$ cat src/rtl/robo_aspirador_ctrl.sv
// Vacuum-robot motion controller: synchronises and debounces the bump
// sensors, runs timed reverse/turn escape manoeuvres from a Moore FSM,
// handles low battery with a pulsed buzzer and counts collisions.
module robo_aspirador_ctrl #(
    parameter int DEB    = 3,
    parameter int T_RE   = 8,
    parameter int T_GIRO = 12,
    parameter int T_BIP  = 4,
    parameter int W_COL  = 8
) (
    input  logic             clk,
    input  logic             rst_n,
    input  logic             liga,
    input  logic             f,
    input  logic             a,
    input  logic             d,
    input  logic             e,
    input  logic             bateria,
    output logic [1:0]       saida_e,
    output logic [1:0]       saida_d,
    output logic             sbuzzer,
    output logic             rgbverde,
    output logic             rgbverm,
    output logic             rgbazul,
    output logic [W_COL-1:0] colisoes
);

    localparam int T_MAX = (T_RE > T_GIRO) ? ((T_RE > T_BIP) ? T_RE : T_BIP)
                                           : ((T_GIRO > T_BIP) ? T_GIRO : T_BIP);
    localparam int TW = $clog2(T_MAX + 1);
    localparam int CW = $clog2(DEB + 1);

    localparam logic [TW-1:0] LD_RE   = TW'(T_RE - 1);
    localparam logic [TW-1:0] LD_GIRO = TW'(T_GIRO - 1);
    localparam logic [TW-1:0] LD_BIP  = TW'(T_BIP - 1);
    localparam logic [CW-1:0] DEB_MAX = CW'(DEB);

    localparam logic [1:0] M_STOP   = 2'b00;
    localparam logic [1:0] M_FRENTE = 2'b01;
    localparam logic [1:0] M_RE     = 2'b10;

    typedef enum logic [2:0] {
        PARADO, FRENTE, RE, GIRO_E, GIRO_D, BAT_BAIXA
    } state_t;

    // Synchronised bits: [5]=liga [4]=bateria [3]=f [2]=a [1]=d [0]=e
    logic [5:0]    sync_q1, sync_q2;
    logic [CW-1:0] deb_cnt [4];
    logic [3:0]    bump_db;
    logic          liga_s, bat_s;

    state_t        state, state_nx;
    logic          toggle, toggle_nx;
    logic          col_inc;
    logic [TW-1:0] timer;

    assign liga_s = sync_q2[5];
    assign bat_s  = sync_q2[4];

    // Two-flop synchroniser for all asynchronous inputs.
    always_ff @(posedge clk) begin
        // NOTE: registers use non-blocking assignments so every flop samples
        // pre-edge values; blocking here would collapse the two stages.
        if (!rst_n) begin
            sync_q1 <= '0;
            sync_q2 <= '0;
        end else begin
            sync_q1 <= {liga, bateria, f, a, d, e};
            sync_q2 <= sync_q1;
        end
    end

    // Debounce counters: count consecutive synchronised highs, saturate at DEB.
    always_ff @(posedge clk) begin
        for (int i = 0; i < 4; i++) begin
            if (!rst_n || !sync_q2[i]) begin
                deb_cnt[i] <= '0;
            end else if (deb_cnt[i] != DEB_MAX) begin
                deb_cnt[i] <= deb_cnt[i] + CW'(1);
            end
        end
    end

    // A bump counts as asserted only once its counter has saturated.
    always_comb begin
        for (int i = 0; i < 4; i++) begin
            bump_db[i] = (deb_cnt[i] == DEB_MAX);
        end
    end

    // Next-state logic: liga and bateria override every state-specific rule.
    always_comb begin
        // NOTE: every combinational output gets a default first so no path
        // leaves it unassigned, which would infer a latch.
        state_nx  = state;
        toggle_nx = toggle;
        col_inc   = 1'b0;
        if (!liga_s) begin
            state_nx = PARADO;
        end else if (bat_s) begin
            state_nx = BAT_BAIXA;
        end else begin
            case (state)
                PARADO: state_nx = FRENTE;
                FRENTE: begin
                    if (bump_db[3]) begin
                        state_nx = RE;
                        col_inc  = 1'b1;
                    end else if (bump_db[1]) begin
                        state_nx = GIRO_E;
                        col_inc  = 1'b1;
                    end else if (bump_db[0]) begin
                        state_nx = GIRO_D;
                        col_inc  = 1'b1;
                    end
                end
                RE: begin
                    if (timer == '0 || bump_db[2]) begin
                        if (bump_db[1]) begin
                            state_nx = GIRO_E;
                        end else if (bump_db[0]) begin
                            state_nx = GIRO_D;
                        end else begin
                            // No side hint: alternate turn direction.
                            state_nx  = toggle ? GIRO_E : GIRO_D;
                            toggle_nx = ~toggle;
                        end
                    end
                end
                GIRO_E, GIRO_D: begin
                    if (timer == '0) state_nx = FRENTE;
                end
                BAT_BAIXA: state_nx = PARADO;
                default:   state_nx = PARADO;
            endcase
        end
    end

    // State, manoeuvre timer, collision counter and registered Moore outputs.
    always_ff @(posedge clk) begin
        if (!rst_n) begin
            state    <= PARADO;
            toggle   <= 1'b0;
            timer    <= '0;
            colisoes <= '0;
            saida_e  <= M_STOP;
            saida_d  <= M_STOP;
            sbuzzer  <= 1'b0;
            rgbverde <= 1'b0;
            rgbverm  <= 1'b0;
            rgbazul  <= 1'b0;
        end else begin
            state  <= state_nx;
            toggle <= toggle_nx;

            if (col_inc && colisoes != '1) colisoes <= colisoes + 1'b1;

            // The timer reloads on every state entry; in BAT_BAIXA it also
            // reloads on expiry to pace the buzzer.
            if (state_nx != state) begin
                case (state_nx)
                    RE:             timer <= LD_RE;
                    GIRO_E, GIRO_D: timer <= LD_GIRO;
                    BAT_BAIXA:      timer <= LD_BIP;
                    default:        timer <= '0;
                endcase
            end else if (timer != '0) begin
                timer <= timer - 1'b1;
            end else if (state == BAT_BAIXA) begin
                timer <= LD_BIP;
            end

            if (state_nx == BAT_BAIXA) begin
                if (state != BAT_BAIXA)  sbuzzer <= 1'b1;
                else if (timer == '0)    sbuzzer <= ~sbuzzer;
            end else begin
                sbuzzer <= 1'b0;
            end

            saida_e  <= M_STOP;
            saida_d  <= M_STOP;
            rgbverde <= 1'b0;
            rgbverm  <= 1'b0;
            rgbazul  <= 1'b0;
            case (state_nx)
                FRENTE: begin
                    saida_e  <= M_FRENTE;
                    saida_d  <= M_FRENTE;
                    rgbverde <= 1'b1;
                end
                RE: begin
                    saida_e <= M_RE;
                    saida_d <= M_RE;
                    rgbverm <= 1'b1;
                    rgbazul <= 1'b1;
                end
                GIRO_E: begin
                    saida_e <= M_RE;
                    saida_d <= M_FRENTE;
                    rgbverm <= 1'b1;
                end
                GIRO_D: begin
                    saida_e <= M_FRENTE;
                    saida_d <= M_RE;
                    rgbazul <= 1'b1;
                end
                BAT_BAIXA: rgbverm <= 1'b1;
                default: ;
            endcase
        end
    end

endmodule
$ cat config.mk
export PLATFORM = sky130hd
export DESIGN_NAME = robo_aspirador_ctrl
export DESIGN_NICKNAME = d
export VERILOG_FILES = /design/src/rtl/robo_aspirador_ctrl.sv
export SDC_FILE = /design/constraint.sdc
export NUM_CORES = 1
export LEC_CHECK = 0
export CORE_UTILIZATION = 45
export CTS_CLUSTER_DIAMETER = 30
export CTS_CLUSTER_SIZE = 14
export DETAILED_ROUTE_END_ITERATION = 12
export GPL_TIMING_DRIVEN = 0
export PLACE_DENSITY = 0.79
export SKIP_LAST_GASP = 1
export SYNTH_ARGS = -nofsm -noshare
export SYNTH_HDL_FRONTEND = slang
export SYNTH_SLANG_ARGS = --single-unit
$ cat constraint.sdc
create_clock -name clk -period 1.97 [get_ports clk]
set_input_delay 0.394 -clock clk [delete_from_list [all_inputs] [get_ports clk]]
set_output_delay 0.394 -clock clk [all_outputs]
set_load 0.01 [all_outputs]
* Word-level counts from Yosys, hierarchy flattened
Memories as Yosys holds them, arrays and structs flattened.
Cells that the tools add are included.
** Storage, ports and cells
- Bits of input ports :: 8
- Output and inout bits :: 16
- Logic and storage cells :: 126
- Memories kept :: 1
- Flip-flop bits (word level) :: 36
- Memory bits (writable) :: 8
** Memory list
- deb_cnt :: words 4, width 2, rd ports 4, clocked after memory_dff 0, write ports 4, line 48 : logic [CW-1:0] deb_cnt [4];
** Operators by class
- Reduce and logical (&&, ||, !) cells :: 25
- Add/subtract/negate cells :: 6
- Multiplexer cells :: 52
- Bitwise operators :: 9
- Equal/unequal tests :: 21
** Operator list (number)
- 1-bit 2-to-1 mux :: 31
- 3-bit 2-to-1 mux :: 10
- 3-bit by 2-bit equality test with 1-bit output, second input constant :: 4
- 3-bit equality test, second input constant :: 4
- 4-bit 2-to-1 mux :: 3
- 3-bit one-hot mux with 4 select lines :: 1
- 4-bit one-hot mux with 3 select lines :: 1
- 2-bit OR reduction :: 6
- 2-bit by 1-bit adder with 2-bit output, second input constant :: 4
- 8-bit by 1-bit adder with 8-bit output, second input constant :: 1
- 2-bit equality test, second input constant :: 4
- 2-bit 2-to-1 mux :: 4
- 2-bit inequality test, second input constant :: 4
- 8-bit inequality test, second input constant :: 1
- 2-bit one-hot mux with 2 select lines :: 2
- 3-bit by 1-bit equality test with 1-bit output, second input constant :: 2
- 6-bit AND reduction :: 1
- 1-bit zero test :: 5
- 1-bit logical OR :: 5
- 1-bit NOT :: 5
- 4-bit zero test :: 1
- 1-bit OR :: 4
- 4-bit nonzero test :: 1
- 4-bit by 1-bit subtractor with 4-bit output, second input constant :: 1
- 8 further kinds :: 8

* Depth between registers and ports, before layout
- Word-level depth :: 11
- Gate-level depth with buffers :: 7

* Worst setup path before layout
OpenSTA, ideal clock, no wires.
- Path type :: flip-flop to flip-flop
- Start point :: reg timer[0]
- End point :: reg timer[2]
- Path buffers :: 0
- Library setup time :: 121 ps
- Stages on the path, launching flop included :: 8
- Path slack :: -187 ps
- Arrival time :: 2036 ps
- Cell sequence :: dfxtp_1 inv_1 ha_1 nor3b_4 a2111oi_4 a221oi_2 nor4_4 mux2_4
** Between the ends
- Longest elaborated chain between the ends :: 10
- Elaborated cells between the ends (all ways) :: 19
** Ends and longest elaborated chain
- start: declaration :: line 55 : logic [TW-1:0] timer;
- start signal: assignment :: line 168 : timer <= timer - 1'b1;
- 4-bit zero test :: line 118, 131
- 1-bit logical OR :: line 118 : if (timer == '0 || bump_db[2]) begin
- 3-bit 2-to-1 mux :: line 118
- 3-bit one-hot mux with 4 select lines :: line 103 : case (state)
- 3-bit 2-to-1 mux :: line 100 : end else if (bat_s) begin
- 3-bit 2-to-1 mux :: line 98 : if (!liga_s) begin
- 3-bit equality test or 3-bit by 2-bit equality test with 1-bit output (tied branches) :: line 161 : case (state_nx)
- 2-bit OR reduction :: line 161
- 4-bit one-hot mux with 3 select lines :: line 161
- 4-bit 2-to-1 mux :: line 160 : if (state_nx != state) begin
Several ways; a longest one is shown, not always the timed one.
A chain may end at the register's enable or synchronous reset.

==> results.toml <==
[sta]
tns_ps = -622
relSlewSlack_pct = 59.1
fin_crit_sh_pct = 109
fin_skew_ps = 4.58
setup_viol = 4
hold_violations = 0
max_freq_mhz = 466
slew_viol_final = 0
worstMarginPinSlew_ps = 613
period_needed_ps = 2140
layout_setup_ws_ps = -174
rsz0062_at_grt = "true"
finalHoldWorstSlack_ps = 438

[critical_path]
crit_slowest_cell = "nor4_4"
worstPathMaxFanout = 10
ff2ff_path_depth = 8
cp_data_required_time_ps = 2200
reg2reg_slack_ps = -170
critPathMaxStageDelay_ps = 410
arrival_ps = 2370
r2r-start = "deb_cnt[1][0]"
cp-endpoint = "timer[1]"
worst_setup_path_end_kind = "register"
crit_start = "deb_cnt[1][0]"
crit_type = "reg2reg"
worstReg2RegEnd = "timer[1]"
cp-start-kind = "register"
cp_cell_sequence = "ha_2, buf_6, nor3_2, a2111oi_4, a221oi_2, nor4_4, clkbuf_16, mux2i_1"

[floorplan]
die_h_um = 69.4
coreArea_sq_mm = 0.00435
fp.dieW_um = 69.4
rows = 24
dieArea_sq_mm = 0.00481
start_util_pct = 46.9
pin_count = 24

[outcome]
status = "complete, but fails checks"
violations = "negative setup slack"

[drt]
drt_iter0_markers = 101
vias = 1676
post_drt_wl_per_cell_um = 14.1
routed_wl_mm = 4.34
route.detailed.drc = 0
antenna_left = 0
avgViaCountPerCell = 5.46
drt_pass1_iterations = 4

[layout]
fin_util_pct = 62.3
multiInputGateArea_sq_mm = 0.00115
areaGrowthSynthToFinish_pct = 32.8
drive_gt1_share_pct = 22.7
n_antenna_cell = 0
nNetsFinal = 269
fill_cells = 356
seqCellArea_sq_um = 963

[placement]
dp_hpwl_mm = 2.70
gp_congestion = 0.925
port_buffers = 22

[yosys]
seq_area_frac_synth_pct = 47.1
synth.distinct_cells = 44
synth_area_per_cell_sq_um = 9.68
syn-cell-area_sq_mm = 0.00204
synth_edf_count = 8
synth_ff_type = "dfxtp_1"
synthCells = 211
postSynth.asyncResetShare_pct = 0
syn-num-nets = 226
ys_seq_elements = 44
ys.warnings.count = 0

[power]
peakVddDrop_mv = 0.471
finalPower_mw = 2.35
p_leak_nw = 1.01
p_per_area_mw_per_mm2 = 866

[global_routing]
grt_pass1_vias = 1563
grtUsageTotal_pct = 18.4
grt_max_degree = 14
grt_pass1_wl_mm = 7.04
grt.overflow.total = 0
antenna_found_initial = 0

[min_path]
holdPathStages = 1
hp-class = "reg2reg"

[clocking]
cts_tree = "yes"
clk_path_buf_depth = 2
h-tree-depth = 2
cts_hold_buf = 0
root_buffer = "clkbuf_8"
clkSinkCount = 44
clk_latency_ps = 300
clk_pin_slew_worst_paths_ps = 80
cts_buffers = 5

[job]
maxCapViolations = 0
==> cells by family after synthesis <==
kind of cell / Yosys count / share of synthesized area, %
xor+xnor: 10 / 4.29
fa+ha+maj: 7 / 4.29
mux: 5 / 2.94
buf+inv: 17 / 3.37
flops: 44 / 47.1
simple gates: 97 / 26.3
compound gates: 31 / 11.8
==> how the worst min path moves through the flow <==
stage	start	endpoint	slack, ps
2_1_floorplan	sync_q1[0]	sync_q2[0]	410
3_3_place_gp	sync_q1[0]	sync_q2[0]	410
3_5_place_dp	sync_q1[4]	sync_q2[4]	420
4_1_cts	sync_q1[4]	sync_q2[4]	440
5_1_grt	sync_q1[4]	sync_q2[4]	450
6_report	sync_q1[2]	sync_q2[2]	440
==> layout by cell type, fill, tap and decap left out, drive strengths merged, types with 2 or more instances in the layout <==
cell and instances:
a21oi 6, a31oi 2, and2 12, and3 3
buf 17, clkbuf 12, clkdlybuf4s50 22, dfxtp 36
edfxtp 8, ha 7, inv 8, mux2 2
mux2i 3, nand2 12, nand2b 4, nand3 13
nand4 2, nor2 20, nor2b 2, nor3 12
nor3b 8, nor4 3, o2111ai 2, o211ai 3
o21ai 7, or3 2, xnor2 9
==> per-layer routing <==
layer  track usage, %  routed length [um]  up-vias
met2             29.2                2120       43
li1                 -                   -      836
met3             5.09                 215       12
met5                0                   0        -
met1             22.9                1910      785
met4             9.52                  92        0
==> flip-flops by register name (all words and copies together), names as in the netlist <==
register,count
colisoes,8
timer,4
state,3
saida_e,2
rgbazul,1
toggle,1
sync_q1,6
rgbverm,1
sbuzzer,1
deb_cnt,8
sync_q2,6
rgbverde,1
saida_d,2
==> cell type report <==
cell class,instances,area share [%]
repair buffers,36,12.8
well taps,52,2.40
plain buffers,9,1.66
multi-input cells,150,42.5
flip-flops and latches,44,35.5
clock inverters,2,1.29
inverters,8,1.11
clock buffers,6,2.68
==> synthesized netlist by cell type (4+ instances only) <==
master | count | area share [%]
and2_1 | 12 | 3.7
nor3b_1 | 7 | 2.6
inv_1 | 8 | 1.5
buf_2 | 4 | 0.98
dfxtp_1 | 36 | 35
xnor2_1 | 9 | 3.9
nand2_1 | 12 | 2.2
edfxtp_1 | 8 | 12
a21oi_1 | 6 | 1.5
nor3_1 | 12 | 2.9
nand2b_1 | 4 | 1.2
nor2_1 | 20 | 3.7
clkbuf_1 | 5 | 0.92
o21ai_0 | 7 | 1.7
nand3_1 | 13 | 3.2
ha_1 | 7 | 4.3
==> report_power, final <==
| group | switching [mW] | internal (mW) | total (mW) |
|---|---|---|---|
| sequential | 0.0473 | 0.967 | 1.01 |
| combinational | 0.313 | 0.348 | 0.661 |
| clock | 0.297 | 0.376 | 0.674 |
| total | 0.658 | 1.69 | 2.35 |
==> worst max-delay path: cells and delay by family, from the launching register on <==
kind                       cells  cell delay [ps]
AOI/OAI and AO/OA              2              540
buffers and inverters          2              350
and+or+nand+nor                2              470
muxes                          1              180
adders and majority gates      1              180
DFF                            1              360
==> what timing repair did <==
item	in CTS	in global routing
pin swaps	3	6
resized for setup	8	21
setup buffers	8	6
endpoints found under the setup margin	8	16
==> through the flow <==
stage	instance area, sq um	setup slack [ps]	std cells
floorplan	2070	-60.9	211
global placement	2350	-212	285
detailed placement	2350	-255	285
CTS	2550	-136	301
global route	2710	-278	307
finish	2710	-174	307
(Power assumes the default switching activity.)
==> edit 1 (same flow settings) <==
Make the reset (`rst_n`) asynchronous in 2 clocked blocks.
--- a/src/rtl/robo_aspirador_ctrl.sv
+++ b/src/rtl/robo_aspirador_ctrl.sv
@@ -58,7 +58,7 @@
     assign bat_s  = sync_q2[4];
 
     // Two-flop synchroniser for all asynchronous inputs.
-    always_ff @(posedge clk) begin
+    always_ff @(posedge clk or negedge rst_n) begin
         // NOTE: registers use non-blocking assignments so every flop samples
         // pre-edge values; blocking here would collapse the two stages.
         if (!rst_n) begin
@@ -137,7 +137,7 @@
     end
 
     // State, manoeuvre timer, collision counter and registered Moore outputs.
-    always_ff @(posedge clk) begin
+    always_ff @(posedge clk or negedge rst_n) begin
         if (!rst_n) begin
             state    <= PARADO;
             toggle   <= 1'b0;
Formal check against the unedited RTL: differs if rst_n is asserted again (counterexample within 4 cycles, from zero or initial values and one cycle with rst_n low); with rst_n held inactive, the same outputs for 10 cycles.
==> edit 1 against the original RTL <==
  * The flow still finishes with violations (setup timing)
  * Die area shrank 0.95%
  * Synthesized area decreased by 0.98%
  * Worst setup slack improved by 110 ps
  * Largest power group unchanged
  * Highest routed layer unchanged
  * Count of clock-buffer cells in the layout is 1 higher
  * Worst hold slack got worse by 260 ps
  * Cell area is 0.37% higher
  * Sequential cell count down 1
  * Power up 0.31%
  * Wire length is 7.6% lower
  * Fmax increased by 5.3%
  * Synthesized cell count shrank 16%
==> edit 1: results (changes against the original RTL) <==
Finish
  • Fin cells: 280 (-8.8%)
  • Final Core Density: 62.9% (+0.66 points)
  • Share of layout cells above drive strength 1: 31.1% (+8.4 points)
  • Layout Nets: 242 (-10%)

Place
  • RD Place Congestion: 0.856 (-7.5%)
  • Pre-CTS setup slack: -254 ps (+0.428 ps)

Critical path
  • CP peak stage delay: 440 ps (+30 ps)
  • Crit-path max FO: 5 (-5)
  • Slowest CP cell: a311o_1
  • CP top delay family: simple AND/OR/NAND/NOR gates
  • R2R depth: 7 (-1)

CTS
  • PostCTS Resize Cnt: 16 (+8)
  • Post-CTS Setup Bufs: 13 (+5)

Synth
  • Synth Instances: 177 (-16%)
  • Post-synth net total: 192 (-15%)
  • Compound-gate portion of the synthesized area: 9.96% (-1.8 points)
  • Most common flop cell mapped by yosys: dfrtp_1
  • Netlist cell types: 46 (+4.5%)
  • Top cells by count, synth: dfrtp_1 (35), nand2_1 (17), nor3_1 (10)
  • Seq/Total Area, Yosys: 55.2% (+8.1 points)
  • Async SR Flop Fraction: 81.4% (+81 points)
  • Synth Area in Adders: 4.33% (+0.042 points)
  • Synth Area in XOR/XNOR: 4.33% (+0.042 points)

Power
  • Maximum vdd drop: 662 uV (+41%)
  • Reg power frac: 44.2% (+1.0 points)
  • Gate power share: 31.4% (+3.3 points)

Timing
  • Max-slew headroom: 47.5% (-12 points)
  • Worst Clk Skew: 4.99 ps (+0.412 ps)
  • Final setup vio count: 5 (+1)
  • Setup tns final: -118 ps (+504 ps)
  • Hold slack: 175 ps (-263 ps)
  • PnR worst setup slack: -66.2 ps (+108 ps)

Global routing
  • Met2 Use GR: 27.0% (-2.3 points)
  • Global Route met3 Usage: 4.68% (-0.41 points)
  • Vias in the first global route: 1443 (-7.7%)
  • GR Layer Usage met1: 22.7% (-0.14 points)
  • First-pass GRT wire length: 6490 um (-7.9%)
  • Pin count of the biggest net entering global routing: 37 (+23)
  • Total Routing Usage GR: 17.5% (-0.95 points)

Status
  • Status: finished with violations
  • Failing checks: setup timing

Route
  • Routed len/inst: 14.3 um (+1.3%)
  • Vias per cell: 5.42 (-0.69%)
[edit 1: area by class of cell]
class                   instances  area share [%]
multi-input cells             117            35.4
inverters                       7           0.966
flip-flops and latches         43            41.1
well taps                      52            2.39
clock buffers                   7            3.17
plain buffers                   9            2.39
repair buffers                 44            14.3
clock inverters                 1           0.322
[edit 1: path summary, 6_finish.rpt]
kind,from,to
max,deb_cnt[1][0]$_SDFFCE_PN0P_,timer[2]$_DFFE_PN0P_
min,rst_n,timer[1]$_DFFE_PN0P_
max reg2reg,deb_cnt[1][0]$_SDFFCE_PN0P_,timer[2]$_DFFE_PN0P_
min reg2reg,sync_q1[4]$_DFF_PN0_,sync_q2[4]$_DFF_PN0_
max in group asynchronous,rst_n,sync_q2[4]$_DFF_PN0_
min in group clk,sync_q1[4]$_DFF_PN0_,sync_q2[4]$_DFF_PN0_
[edit 1: layer usage]
metal / wire length (um) / vias up
li1: - / 728
met1: 1840 / 745
met2: 1910 / 35
met3: 157 / 10
met4: 109 / 0
met5: 0 / -
==> edit 2 (same settings) <==
Made on the original files. `T_BIP`: 4 -> 8.
--- a/src/rtl/robo_aspirador_ctrl.sv
+++ b/src/rtl/robo_aspirador_ctrl.sv
@@ -5,7 +5,7 @@
     parameter int DEB    = 3,
     parameter int T_RE   = 8,
     parameter int T_GIRO = 12,
-    parameter int T_BIP  = 4,
+    parameter int T_BIP  = 8,
     parameter int W_COL  = 8
 ) (
     input  logic             clk,
Behaviour: not the same (Yosys sat finds a counterexample within 10 cycles, from zero or initial values and one cycle with rst_n low).
==> edit 2 against the original RTL <==
  * Via count is 6.3% higher
  * Wire length is 10% higher
  * Power increased by 13%
  * Final cell count up 4.6%
  * Largest cell class unchanged
  * Worst setup slack improved by 17 ps
  * Sequential share of layout area decreased by 2.9 points
  * The flow still finishes with violations (setup timing)
  * Die area up 6.5%
  * Cell area rose by 6.6%
  * Count of clock-buffer cells in the layout stayed put
  * Sequential cell count decreased by 1
  * Synthesized area is 6.7% higher
==> edit 2: results (changes against the original RTL) <==
Route
  • Met3 WL post-DR: 213 um (-0.93%)
  • Starting DRT DRC Count: 157 (+55%)
  • DR vias: 1782 (+6.3%)
  • M1 WL: 2140 um (+12%)
  • Routed len/inst: 14.9 um (+5.5%)

Power
  • Maximum vdd drop: 509 uV (+8.2%)
  • Leak: 1.13 nW (+12%)

Finish
  • Fillcell total: 354 (-0.56%)
  • Layout Nets: 282 (+4.8%)
  • Share of layout cells above drive strength 1: 29.4% (+6.6 points)

Synth
  • Top cells by count, synth: dfxtp_1 (35), and2_1 (20), nand2_1 (16)
  • Post-synth net total: 229 (+1.3%)
  • Synth area leaders: dfxtp_1 (32%), edfxtp_1 (11%), and2_1 (5.7%)
  • Netlist cell types: 62 (+41%)
  • Seq/Total Area, Yosys: 43.2% (-3.9 points)
  • Synth warn: 0 (unchanged)

Timing
  • Final setup vio count: 4 (unchanged)
  • Worst Clk Skew: 9.39 ps (+4.81 ps)
  • Worst-Margin Slew: 754 ps (+140 ps)
  • PnR worst setup slack: -157 ps (+16.9 ps)

Place
  • Port buffer count: 23 (+4.5%)
  • Final HPWL DP: 2940 um (+8.8%)
  • RD Place Congestion: 0.840 (-9.2%)
  • Area after DPL: 2500 um2 (+6.5%)

Status
  • Status: finished with violations
  • Failing checks: setup timing

Global routing
  • First-pass GRT wire length: 7710 um (+9.5%)
  • Pin count of the biggest net entering global routing: 14 (unchanged)
  • Total Routing Usage GR: 19.6% (+1.2 points)
  • Vias in the first global route: 1661 (+6.3%)

Critical path
  • Worst setup path start: timer[1]$_SDFFE_PN0P_
  • WP data arrival: 2370 ps (about the same)
  • Crit-path max FO: 5 (-5)

CTS
  • CTS Buf Count: 5 (unchanged)
  • Clk slew on worst S/H paths: 70 ps
  • CTS H-tree lvls: 2 (unchanged)

Worst hold path
  • Hold path startpoint: sync_q1[4]$_SDFF_PN0_
-- edit 2: cell count changes after synthesis, moves of 3 or more --
cell,change
nand2_1,+4
nand2b_1,-3
buf_2,-3
and2_1,+8
nand4_1,+3
nor3_1,-4
nor2_1,-15
buf_4,+3
xnor2_1,-4
nand3_1,-5
-- edit 2: final timing paths --
kind / cells after the start / slack [ps] / end
worst max register to register: 9 / -160 / timer[3]$_SDFFE_PN0P_
worst min register to register: 1 / 440 / sync_q2[4]$_SDFF_PN0_
worst min-delay path: 1 / 440 / sync_q2[4]$_SDFF_PN0_
worst max-delay path: 9 / -160 / timer[3]$_SDFFE_PN0P_
-- edit 2: cell families after synthesis --
logic type                 share of synthesized area (%)
AOI/OAI and AO/OA                                   13.7
xor gates and xnor gates                            3.22
adders and majority gates                           3.45
buffers and inverters                               5.69
DFF                                                 43.2
muxes                                               1.90
and+or+nand+nor                                     28.8
-- edit 2: final cells by class --
cell class	instances	area, um2	area share, %
Sequential cell	43	943	32.7
Timing Repair Buffer	48	418	14.5
Clock buffer	6	72.6	2.51
Clock inverter	2	60.1	2.08
Buffer	9	70.1	2.43
Multi-Input combinational cell	152	1220	42.4
Tap cell	52	65.1	2.25
Inverter	9	35.0	1.21
-- edit 2: stage by stage --
step / total power [mW] / util, % / TNS, ps / setup slack (ps) / instances
after floorplan: 1.48 / - / -37.3 / -18.6 / 215
after global placement: 1.58 / 55.6 / -916 / -204 / 290
after detailed placement: 1.60 / 55.6 / -1060 / -222 / 290
after CTS: 2.55 / 61.4 / -428 / -151 / 308
after global routing: 2.79 / 64.1 / -987 / -276 / 321
final: 2.66 / 64.1 / -598 / -157 / 321
-- edit 2: what timing repair did --
action,4_1_cts,5_1_grt
endpoints found under the setup margin,6,7
gates resized for setup,10,4
buffers inserted,12,14
pin swaps,14,10
-- edit 2: power breakdown --
part	leakage (nW)	switching [mW]	internal [mW]	total, mW
clock network	0.0654	0.296	0.507	0.802
logic	0.683	0.412	0.451	0.863
registers	0.384	0.0516	0.947	0.999
total	1.13	0.760	1.90	2.66
-- edit 2: metal layers --
metal	vias up	track usage [%]
met4	0	9.59
met3	15	4.78
met1	845	24.6
li1	874	-
met2	48	31.9
met5	-	0
-- edit 2: worst max-delay path: stages (launching register included) --
cell and delay [ps]:
dfxtp_2 330, inv_2 60, ha_4 150, or3b_4 410, nand4_1 100, and4_4 260, o2111ai_2 110, a221o_1 370
o21ai_1 110, o211a_1 160
